--- src/rtl/mdio_pkg.sv ---
`default_nettype none
// ============================================================================
//  Module      : mdio_pkg
//  Description : Clause-22 MDIO frame constants, FSM state type and helpers.
//  Revision    : 1.0
// ============================================================================
package mdio_pkg;

    localparam logic [1:0] MDIO_ST    = 2'b01;
    localparam logic [1:0] MDIO_OP_RD = 2'b10;
    localparam logic [1:0] MDIO_OP_WR = 2'b01;
    localparam logic [1:0] MDIO_TA_WR = 2'b10;

    localparam logic [5:0] PRE_END   = 6'd31;
    localparam logic [5:0] HDR_END   = 6'd45;
    localparam logic [5:0] TA_END    = 6'd47;
    localparam logic [5:0] FRAME_END = 6'd63;

    typedef enum logic [2:0] {
        ST_IDLE = 3'd0,
        ST_PRE  = 3'd1,
        ST_HDR  = 3'd2,
        ST_TA   = 3'd3,
        ST_DATA = 3'd4
    } mdio_state_t;

    // Whole frame with bit 0 (first on the wire) in the MSB.
    function automatic logic [63:0] build_frame(input logic        rd,
                                                input logic [4:0]  phy,
                                                input logic [4:0]  regad,
                                                input logic [15:0] wd);
        return {32'hFFFF_FFFF, MDIO_ST, (rd ? MDIO_OP_RD : MDIO_OP_WR),
                phy, regad, MDIO_TA_WR, wd};
    endfunction

    function automatic mdio_state_t bit_region(input logic [5:0] idx);
        if (idx <= PRE_END)      return ST_PRE;
        else if (idx <= HDR_END) return ST_HDR;
        else if (idx <= TA_END)  return ST_TA;
        else                     return ST_DATA;
    endfunction

endpackage
`default_nettype wire

--- src/rtl/mdio_frame_engine_if.sv ---
`default_nettype none
// ============================================================================
//  Module      : mdio_frame_engine_if
//  Description : Register-operation handshake between controller and engine.
//  Revision    : 1.0
// ============================================================================
interface mdio_frame_engine_if;
    logic        op_exec;
    logic        op_rh_wl;
    logic [4:0]  op_addr;
    logic [15:0] op_wr_data;
    logic        op_done;
    logic [15:0] op_rd_data;
    logic        op_rd_ack;
    logic        op_busy;

    modport master (
        output op_exec, op_rh_wl, op_addr, op_wr_data,
        input  op_done, op_rd_data, op_rd_ack, op_busy
    );

    modport slave (
        input  op_exec, op_rh_wl, op_addr, op_wr_data,
        output op_done, op_rd_data, op_rd_ack, op_busy
    );
endinterface
`default_nettype wire

--- src/rtl/mdc_gen.sv ---
`default_nettype none
// ============================================================================
//  Module      : mdc_gen
//  Description : Free-running MDC divider with strobes one clk ahead of edges.
//  Revision    : 1.0
// ============================================================================
module mdc_gen #(
    parameter int HALF_DIV = 10
) (
    input  wire logic clk,
    input  wire logic rst_n,
    output logic      eth_mdc,
    output logic      rise_tick,
    output logic      fall_tick
);
    localparam logic [7:0] C_LAST = 8'(HALF_DIV - 1);

    logic [7:0] r_cnt;
    logic       r_mdc;
    logic       w_wrap;

    assign w_wrap = (r_cnt == C_LAST);

    always_ff @(posedge clk or negedge rst_n) begin
        if (!rst_n) begin
            r_cnt <= 8'd0;
            r_mdc <= 1'b0;
        end else if (w_wrap) begin
            r_cnt <= 8'd0;
            r_mdc <= ~r_mdc;
        end else begin
            r_cnt <= r_cnt + 8'd1;
        end
    end

    // Strobes are high in the cycle whose closing edge toggles MDC.
    assign rise_tick = w_wrap & ~r_mdc;
    assign fall_tick = w_wrap &  r_mdc;
    assign eth_mdc   = r_mdc;

endmodule
`default_nettype wire

--- src/rtl/mdio_frame_engine.sv ---
`default_nettype none
// ============================================================================
//  Module      : mdio_frame_engine
//  Description : Clause-22 MDIO master: shifts one 64-bit frame per op_exec.
//  Revision    : 1.0
// ============================================================================
module mdio_frame_engine #(
    parameter logic [4:0] PHY_ADDR = 5'b00001,
    parameter int         HALF_DIV = 10
) (
    input  wire logic          clk,
    input  wire logic          rst_n,
    mdio_frame_engine_if.slave op,
    output logic               eth_mdc,
    output logic               eth_mdio_o,
    output logic               eth_mdio_oe,
    input  wire logic          eth_mdio_i
);
    import mdio_pkg::*;

    mdio_state_t r_state;
    logic [5:0]  r_bit;
    logic        r_armed;
    logic        r_rd;
    logic [4:0]  r_addr;
    logic [15:0] r_wdata;
    logic [15:0] r_shift;
    logic        r_ack_smp;
    logic [15:0] r_rd_data;
    logic        r_rd_ack;
    logic        r_done;
    logic        r_busy;
    logic        r_mdio_o;
    logic        r_mdio_oe;

    logic        w_rise;
    logic        w_fall;
    logic [5:0]  w_next_bit;
    logic        w_next_oe;
    logic [63:0] w_frame;

    mdc_gen #(.HALF_DIV(HALF_DIV)) u_mdc_gen (
        .clk       (clk),
        .rst_n     (rst_n),
        .eth_mdc   (eth_mdc),
        .rise_tick (w_rise),
        .fall_tick (w_fall)
    );

    // r_armed distinguishes "waiting to launch bit 0" from "bit 0 on the wire".
    assign w_next_bit = r_armed ? (r_bit + 6'd1) : 6'd0;
    assign w_next_oe  = !(r_rd && (w_next_bit > HDR_END));
    assign w_frame    = build_frame(r_rd, PHY_ADDR, r_addr, r_wdata);

    always_ff @(posedge clk or negedge rst_n) begin
        if (!rst_n) begin
            r_state   <= ST_IDLE;
            r_bit     <= 6'd0;
            r_armed   <= 1'b0;
            r_rd      <= 1'b0;
            r_addr    <= 5'd0;
            r_wdata   <= 16'd0;
            r_shift   <= 16'd0;
            r_ack_smp <= 1'b1;
            r_rd_data <= 16'd0;
            r_rd_ack  <= 1'b1;
            r_done    <= 1'b0;
            r_busy    <= 1'b0;
            r_mdio_o  <= 1'b1;
            r_mdio_oe <= 1'b0;
        end else begin
            r_done <= 1'b0;
            if (r_state == ST_IDLE) begin
                if (op.op_exec) begin
                    r_rd    <= op.op_rh_wl;
                    r_addr  <= op.op_addr;
                    r_wdata <= op.op_wr_data;
                    r_busy  <= 1'b1;
                    r_bit   <= 6'd0;
                    r_armed <= 1'b0;
                    r_state <= ST_PRE;
                end
            end else begin
                if (w_rise) begin
                    if (r_state == ST_TA && r_bit == TA_END) r_ack_smp <= eth_mdio_i;
                    if (r_state == ST_DATA) r_shift <= {r_shift[14:0], eth_mdio_i};
                end
                if (w_fall) begin
                    if (r_state == ST_DATA && r_bit == FRAME_END) begin
                        r_mdio_o  <= 1'b1;
                        r_mdio_oe <= 1'b0;
                        r_done    <= 1'b1;
                        r_busy    <= 1'b0;
                        r_armed   <= 1'b0;
                        r_state   <= ST_IDLE;
                        if (r_rd) begin
                            r_rd_data <= r_shift;
                            r_rd_ack  <= r_ack_smp;
                        end
                    end else begin
                        r_armed   <= 1'b1;
                        r_bit     <= w_next_bit;
                        r_state   <= bit_region(w_next_bit);
                        r_mdio_oe <= w_next_oe;
                        r_mdio_o  <= w_next_oe ? w_frame[FRAME_END - w_next_bit] : 1'b1;
                    end
                end
            end
        end
    end

    assign op.op_done    = r_done;
    assign op.op_busy    = r_busy;
    assign op.op_rd_data = r_rd_data;
    assign op.op_rd_ack  = r_rd_ack;
    assign eth_mdio_o    = r_mdio_o;
    assign eth_mdio_oe   = r_mdio_oe;

endmodule
`default_nettype wire

--- src/flat_wrapper.sv ---
// flat-port wrapper written by rule: the top's interface ports become plain ports
module mdio_frame_engine_flat import mdio_pkg::*;
#(
    parameter logic [4:0] PHY_ADDR = 5'b00001,
    parameter int         HALF_DIV = 10
)
  (clk, rst_n, eth_mdc, eth_mdio_o, eth_mdio_oe, eth_mdio_i, op_op_exec, op_op_rh_wl, op_op_addr, op_op_wr_data, op_op_done, op_op_rd_data, op_op_rd_ack, op_op_busy);
  mdio_frame_engine_if op_i ();
  input  wire logic clk;
  input  wire logic rst_n;
  output logic eth_mdc;
  output logic eth_mdio_o;
  output logic eth_mdio_oe;
  input  wire logic eth_mdio_i;
  input wire logic [$bits(op_i.op_exec)-1:0] op_op_exec;
  input wire logic [$bits(op_i.op_rh_wl)-1:0] op_op_rh_wl;
  input wire logic [$bits(op_i.op_addr)-1:0] op_op_addr;
  input wire logic [$bits(op_i.op_wr_data)-1:0] op_op_wr_data;
  output wire logic [$bits(op_i.op_done)-1:0] op_op_done;
  output wire logic [$bits(op_i.op_rd_data)-1:0] op_op_rd_data;
  output wire logic [$bits(op_i.op_rd_ack)-1:0] op_op_rd_ack;
  output wire logic [$bits(op_i.op_busy)-1:0] op_op_busy;
  assign op_i.op_exec = op_op_exec;
  assign op_i.op_rh_wl = op_op_rh_wl;
  assign op_i.op_addr = op_op_addr;
  assign op_i.op_wr_data = op_op_wr_data;
  assign op_op_done = op_i.op_done;
  assign op_op_rd_data = op_i.op_rd_data;
  assign op_op_rd_ack = op_i.op_rd_ack;
  assign op_op_busy = op_i.op_busy;
  mdio_frame_engine #(.PHY_ADDR(PHY_ADDR), .HALF_DIV(HALF_DIV)) u_core (.clk(clk), .rst_n(rst_n), .op(op_i), .eth_mdc(eth_mdc), .eth_mdio_o(eth_mdio_o), .eth_mdio_oe(eth_mdio_oe), .eth_mdio_i(eth_mdio_i));
endmodule
--- config.mk ---
export PLATFORM = sky130hd
export DESIGN_NAME = mdio_frame_engine_flat
export DESIGN_NICKNAME = d
export VERILOG_FILES = /design/src/rtl/mdio_pkg.sv /design/src/rtl/mdio_frame_engine_if.sv /design/src/rtl/mdc_gen.sv /design/src/rtl/mdio_frame_engine.sv /design/src/flat_wrapper.sv
export SDC_FILE = /design/constraint.sdc
export NUM_CORES = 1
export LEC_CHECK = 0
export BUFFER_PORTS_ARGS = -buffer_cell sky130_fd_sc_hd__buf_2
export CAP_MARGIN = 20
export CORE_MARGIN = 3
export CORE_UTILIZATION = 50
export CTS_BUF_LIST = sky130_fd_sc_hd__clkbuf_8
export DETAILED_ROUTE_END_ITERATION = 6
export HOLD_SLACK_MARGIN = 0.05
export PLACE_DENSITY = 0.71
export REMOVE_ABC_BUFFERS = 1
export SLEW_MARGIN = 15
export SYNTH_ARGS = -nofsm -noshare
export SYNTH_HDL_FRONTEND = slang
export SYNTH_HIERARCHICAL = 1
export SYNTH_SLANG_ARGS = --single-unit
--- constraint.sdc ---
create_clock -name clk -period 2.8 [get_ports clk]
set_clock_uncertainty 0.15 [all_clocks]
set_input_delay 0.56 -clock clk [delete_from_list [all_inputs] [get_ports clk]]
set_output_delay 0.56 -clock clk [all_outputs]
set_load 0.05 [all_outputs]
== Word-level counts from Yosys, hierarchy flattened ==
Index checks and enable logic that the tools add are counted.
Word-level totals
  register bits after elaboration: 79
  bits in latches: 0
  RAM bits: 0
  bits in read-only memories: 0
  input port bits: 26
  output and inout port bits: 22
  memories: 0
Operators by class
  $add $sub $neg: 3
  multipliers: 0
  div/mod/pow operators: 0
  $lt $le $gt $ge: 5
  equal/unequal tests: 7
  shift operators: 0
  mux-type cells: 30
  bitwise logic cells: 4
  reductions and logical operators: 15
Operator list (count)
  2-to-1 mux 6 bit: 5
  2-to-1 mux 3 bit: 7
  2-to-1 mux 1 bit: 15
  equality test 6 bit (second input constant): 2
  less-or-equal comparator 6 bit (second input constant): 2
  AND reduction 3 bit: 4
  adder 8 x 1 -> 8 bit (second input constant): 1
  equality test 8 x 4 -> 1 bit (second input constant): 1
  2-to-1 mux 8 bit: 1
  less-than comparator 6 x 7 -> 1 bit (second input constant): 1
  adder 6 x 1 -> 6 bit (second input constant): 1
  binary-select mux 1 bit (select 6 bit): 1
  greater-than comparator 6 bit (second input constant): 1
  less-or-equal comparator 6 x 5 -> 1 bit (second input constant): 1
  AND reduction 2 bit: 3
  subtractor 6 bit (first input constant): 1
  AND reduction 4 bit: 1
  nonzero test 2 bit: 2
  equality test 3 x 2 -> 1 bit (second input constant): 1
  equality test 3 bit (second input constant): 1
  logical AND 1 bit: 3
  zero test 3 bit: 1
  bitwise AND 1 bit: 2
  2-to-1 mux 2 bit: 1
  other kinds (4): 5

== Longest topological paths before layout ==
  depth after elaboration: 9
  depth in mapped cells: 10

== Modules after synthesis ==
The synthesis kept the hierarchy.
By module, submodules not included
  mdio_frame_engine: instances 1, cells an instance 303, area an instance 3294.4 µm², seq. area each 1755.4 µm²
  mdc_gen: instances 1, cells an instance 35, area an instance 416.6 µm², seq. area each 225.2 µm²

== Worst setup path before layout ==
No wires, ideal clock.
  path kind: register to register
  from: reg u_core.u_mdc_gen.r_cnt[4]
  to: reg u_core.r_shift[10]
  arrival time: 2.087 ns
  required time: 2.525 ns
  path slack: 0.438 ns
  stages on the path, launching flop included: 8
  buffers on the path: 2
  clock period less this slack: 2.362 ns
  path through: dfrtp_1 > or3_4 > nor4_4 > nor2b_1 > and3_1 > buf_2 > buf_2 > mux2_2
Between the ends
  word-level cells in the longest chain between the ends: 3
Ends and longest elaborated chain
  start, declared: line mdc_gen.sv:18  | logic [7:0] r_cnt;
  start signal, assigned: line mdc_gen.sv:32  | r_cnt <= r_cnt + 8'd1;
  equality test 8 x 4 -> 1 bit: line mdc_gen.sv:22  | assign w_wrap = (r_cnt == C_LAST);
  bitwise AND 1 bit: line mdc_gen.sv:37  | assign rise_tick = w_wrap & ~r_mdc;
  net u_core.w_rise: line mdio_frame_engine.sv:36  | logic w_rise;
  AND reduction 3 bit (no source line)
  end signal, assigned: line mdio_frame_engine.sv:86  | if (r_state == ST_DATA) r_shift <= {r_shift[14:0], eth_mdio_i};
  end, declared: line mdio_frame_engine.sv:27  | logic [15:0] r_shift;
The timed path passes the listed nets, and every way through them passes these cells.
A chain may end at the register's enable or synchronous reset.

== Worst setup path after layout ==
  from: reg u_core.u_mdc_gen.r_cnt[4]
  to: reg u_core.r_bit[0]
Between the ends
  word-level cells in the longest chain between the ends: 4
Ends and longest elaborated chain
  equality test 8 x 4 -> 1 bit: line mdc_gen.sv:22
  bitwise AND 1 bit: line mdc_gen.sv:38  | assign fall_tick = w_wrap & r_mdc;
  net u_core.w_fall: line mdio_frame_engine.sv:37  | logic w_fall;
  nonzero test 2 bit (no source line)
  AND reduction 3 bit (no source line)
  end signal, assigned: line mdio_frame_engine.sv:102  | r_bit <= w_next_bit;
  end, declared: line mdio_frame_engine.sv:22  | logic [5:0] r_bit;
The timed path passes the listed nets, and every way through them passes these cells.

==> reports/results.ini <==
[floorplanning]
die_w_microns = 92.2
fp.dieH_microns = 92.2
rows = 30
start_util_pct = 53.2
io_pins = 48
core-area_sq_mm = 0.00698
die-area_sq_mm = 0.00849

[clock_network]
tritoncts = built
cts.path.max_buffers = 2
h-tree-depth = 3
clk_latency_ns = 0.35
root_buffer = clkbuf_8
numCtsBuffers = 9
cts.sinks = 79
clk_pin_slew_worst_paths_ns = 0.09

[synthesis]
syn_area_per_cell_sq_um = 11.0
yosysMostFrequentCell = nand2_1
synthCells = 338
synth.distinct_cells = 53
synth_top_area_share_pct = 51.2
yosys-top-cells-area = dfrtp_1, nand2_1, mux2_2
synth.cells.most_frequent = nand2_1, dfrtp_1, mux2_2
ys_warn_count = 6
synth_edf_count = 0
ys_ff_latch = 79
ys_seq_area_share_pct = 53.4
syn-cell-area_sq_mm = 0.00371
synth.largest_area_cell = dfrtp_1
async_flop_share_pct = 100
synth_ff_type = dfrtp_1

[detailed_routing]
first_pass_iters = 4
antenna_left = 0
viasPerCell = 5.31
vias = 2593
wire_per_inst_microns = 14.6
drc = 0
drt-total-wl_mm = 7.11
drt_iter0_markers = 266

[critical_path]
cp.arrival_ns = 2.56
path_cells = or3_4 -> nor4_4 -> and2_1 -> o31ai_1 -> a41oi_1 -> nand2_1 -> o21ai_0
worstPathRequired_ns = 2.92
critPathLaunchType = flop
critPathBufInv = 0
critPathSlowestCell = dfrtp_1
cp-end-kind = flop
worstSetupPathType = reg2reg
slowest_delay_ns = 0.41
critPathTopFamily = simple AND/OR/NAND/NOR gates
crit_fanout = 7

[global_route]
grt_overflow = 0
grtUsageTotal_pct = 18.7
grt_pass1_vias = 2623
top_usage_layer = met2
grt_pass1_wl_mm = 12.6
grt_max_degree = 46
grt_use_met3_pct = 4.68
grt_use_met2_pct = 28.8
antenna_found_initial = 0
use_met1_pct = 26.0

[flow_run]
drv_cap = 0

[cells_and_area]
num_antenna_cells = 0
final_area_sq_mm = 0.00427
post_route_cells_drive_above_1_share_pct = 28.3
fillers = 625
area_growth_pct = 14.9
nets = 416

[timing]
finalMaxSlewViolations = 0
setup_violations = 0
max_freq_ghz = 0.410
rsz0062_at_grt = no
period_needed_ns = 2.44
finalCritPeriodShare_pct = 87.1
hold_viol = 0
slew_headroom_pct = 62.9
fin_tns_setup_ns = 0
tightest_slew_ns = 0.549

[placement]
placed_cell_area_sq_mm = 0.00404
place.gp.congestion = 0.883
portBuffers = 47
place_hpwl_mm = 4.86

[power]
p_leak_nw = 2.23
powerDensity_mw_per_mm2 = 485
vdd_ir_drop_max_mv = 0.307

[status]
status = complete, no violations

[worst_hold_path]
hp-class = in2reg

==> cells in the final DEF (no fill, tap or decap), types with 4 or more instances in the layout <==
cell type   n
a21oi_1     5
and3_1      5
buf_2      46
buf_4       8
clkbuf_8    9
dfrtp_1    76
inv_1       5
mux2_1     11
mux2_2     24
mux2i_1     5
nand2_1    79
nand3_1    13
nor2_1     14
nor3_1      6
o21ai_0    10
o22ai_1     4
xnor2_1     7
==> state kept, by name, summed over array words and instances, names as in the netlist <==
register	flops
u_core/r_rd	1
u_core/r_ack_smp	1
u_core/op.op_busy	1
u_core/op.op_done	1
u_core/r_bit	6
u_core/r_state	3
u_core/u_mdc_gen/r_cnt	8
u_core/op.op_rd_ack	1
u_core/r_armed	1
u_core/eth_mdio_oe	1
u_core/op.op_rd_data	16
u_core/r_shift	16
u_core/u_mdc_gen/eth_mdc	1
u_core/r_addr	5
u_core/r_wdata	16
u_core/eth_mdio_o	1
==> where the power goes <==
group	total, mW	switching [mW]	internal [mW]
logic	0.0439	0.0268	0.0171
clock network	0.885	0.455	0.430
registers	1.14	0.000303	1.14
==> cell families after synthesis <==
logic type | Yosys count | synth area share (%)
simple gates | 139 | 18.4
flops | 79 | 53.4
mux | 43 | 13.6
compound gates | 41 | 8.06
buf+inv | 23 | 3.17
xor+xnor | 10 | 2.36
fa+ha+maj | 3 | 1.01
==> cell type report <==
type,count,area (sq um),area share [%]
Tap cell,96,120,2.82
Inverter,5,18.8,0.440
Multi-Input combinational cell,236,1610,37.8
Timing Repair Buffer,56,320,7.51
Clock buffer,9,124,2.90
Clock inverter,7,88.8,2.08
Sequential cell,79,1980,46.4
==> worst paths after layout <==
check / from / endpoint / slack (ns) / depth (start not counted)
min in group asynchronous: rst_n / u_core/r_addr[3] / 0.56 / 2
max in group asynchronous: rst_n / u_core/r_ack_smp / 1.30 / 3
hold / removal: op_op_addr[1] / u_core/r_addr[1] / 0.24 / 3
setup reg to reg: u_core/u_mdc_gen/r_cnt[4] / u_core/r_bit[0] / 0.36 / 7
setup / recovery: u_core/u_mdc_gen/r_cnt[4] / u_core/r_bit[0] / 0.36 / 7
hold reg to reg: u_core/r_addr[0] / u_core/r_addr[0] / 0.33 / 2
==> worst register-to-register path: stages (launching register included) <==
cell     delay (ns)
dfrtp_1        0.41
or3_4          0.41
nor4_4         0.15
and2_1         0.33
o31ai_1        0.21
a41oi_1        0.33
nand2_1        0.18
o21ai_0        0.19
==> stage by stage <==
stage	hold WS, ns	power (mW)	util [%]	cells	setup slack [ns]
final	0.240	2.07	61.1	488	0.362
after global routing	0.236	2.17	61.1	488	0.154
after floorplan	0.114	1.17	-	320	0.409
after global placement	0.303	1.21	57.9	471	0.428
after detailed placement	0.309	1.21	57.9	471	0.384
after CTS	0.226	2.10	61.1	488	0.369
==> routing by layer <==
metal  vias to the layer above  share of wire (%)
met5                         -                  0
met4                         0               0.94
met3                         8                5.5
met2                        68                 47
met1                      1247                 47
li1                       1270                  -
==> what timing repair did <==
item	4_1_cts	5_1_grt
hold buffers	1	0
buffers inserted	0	0
hold endpoints to repair	33	0
resized for setup	0	0
No activity file was read; power rests on OpenSTA's default activity.
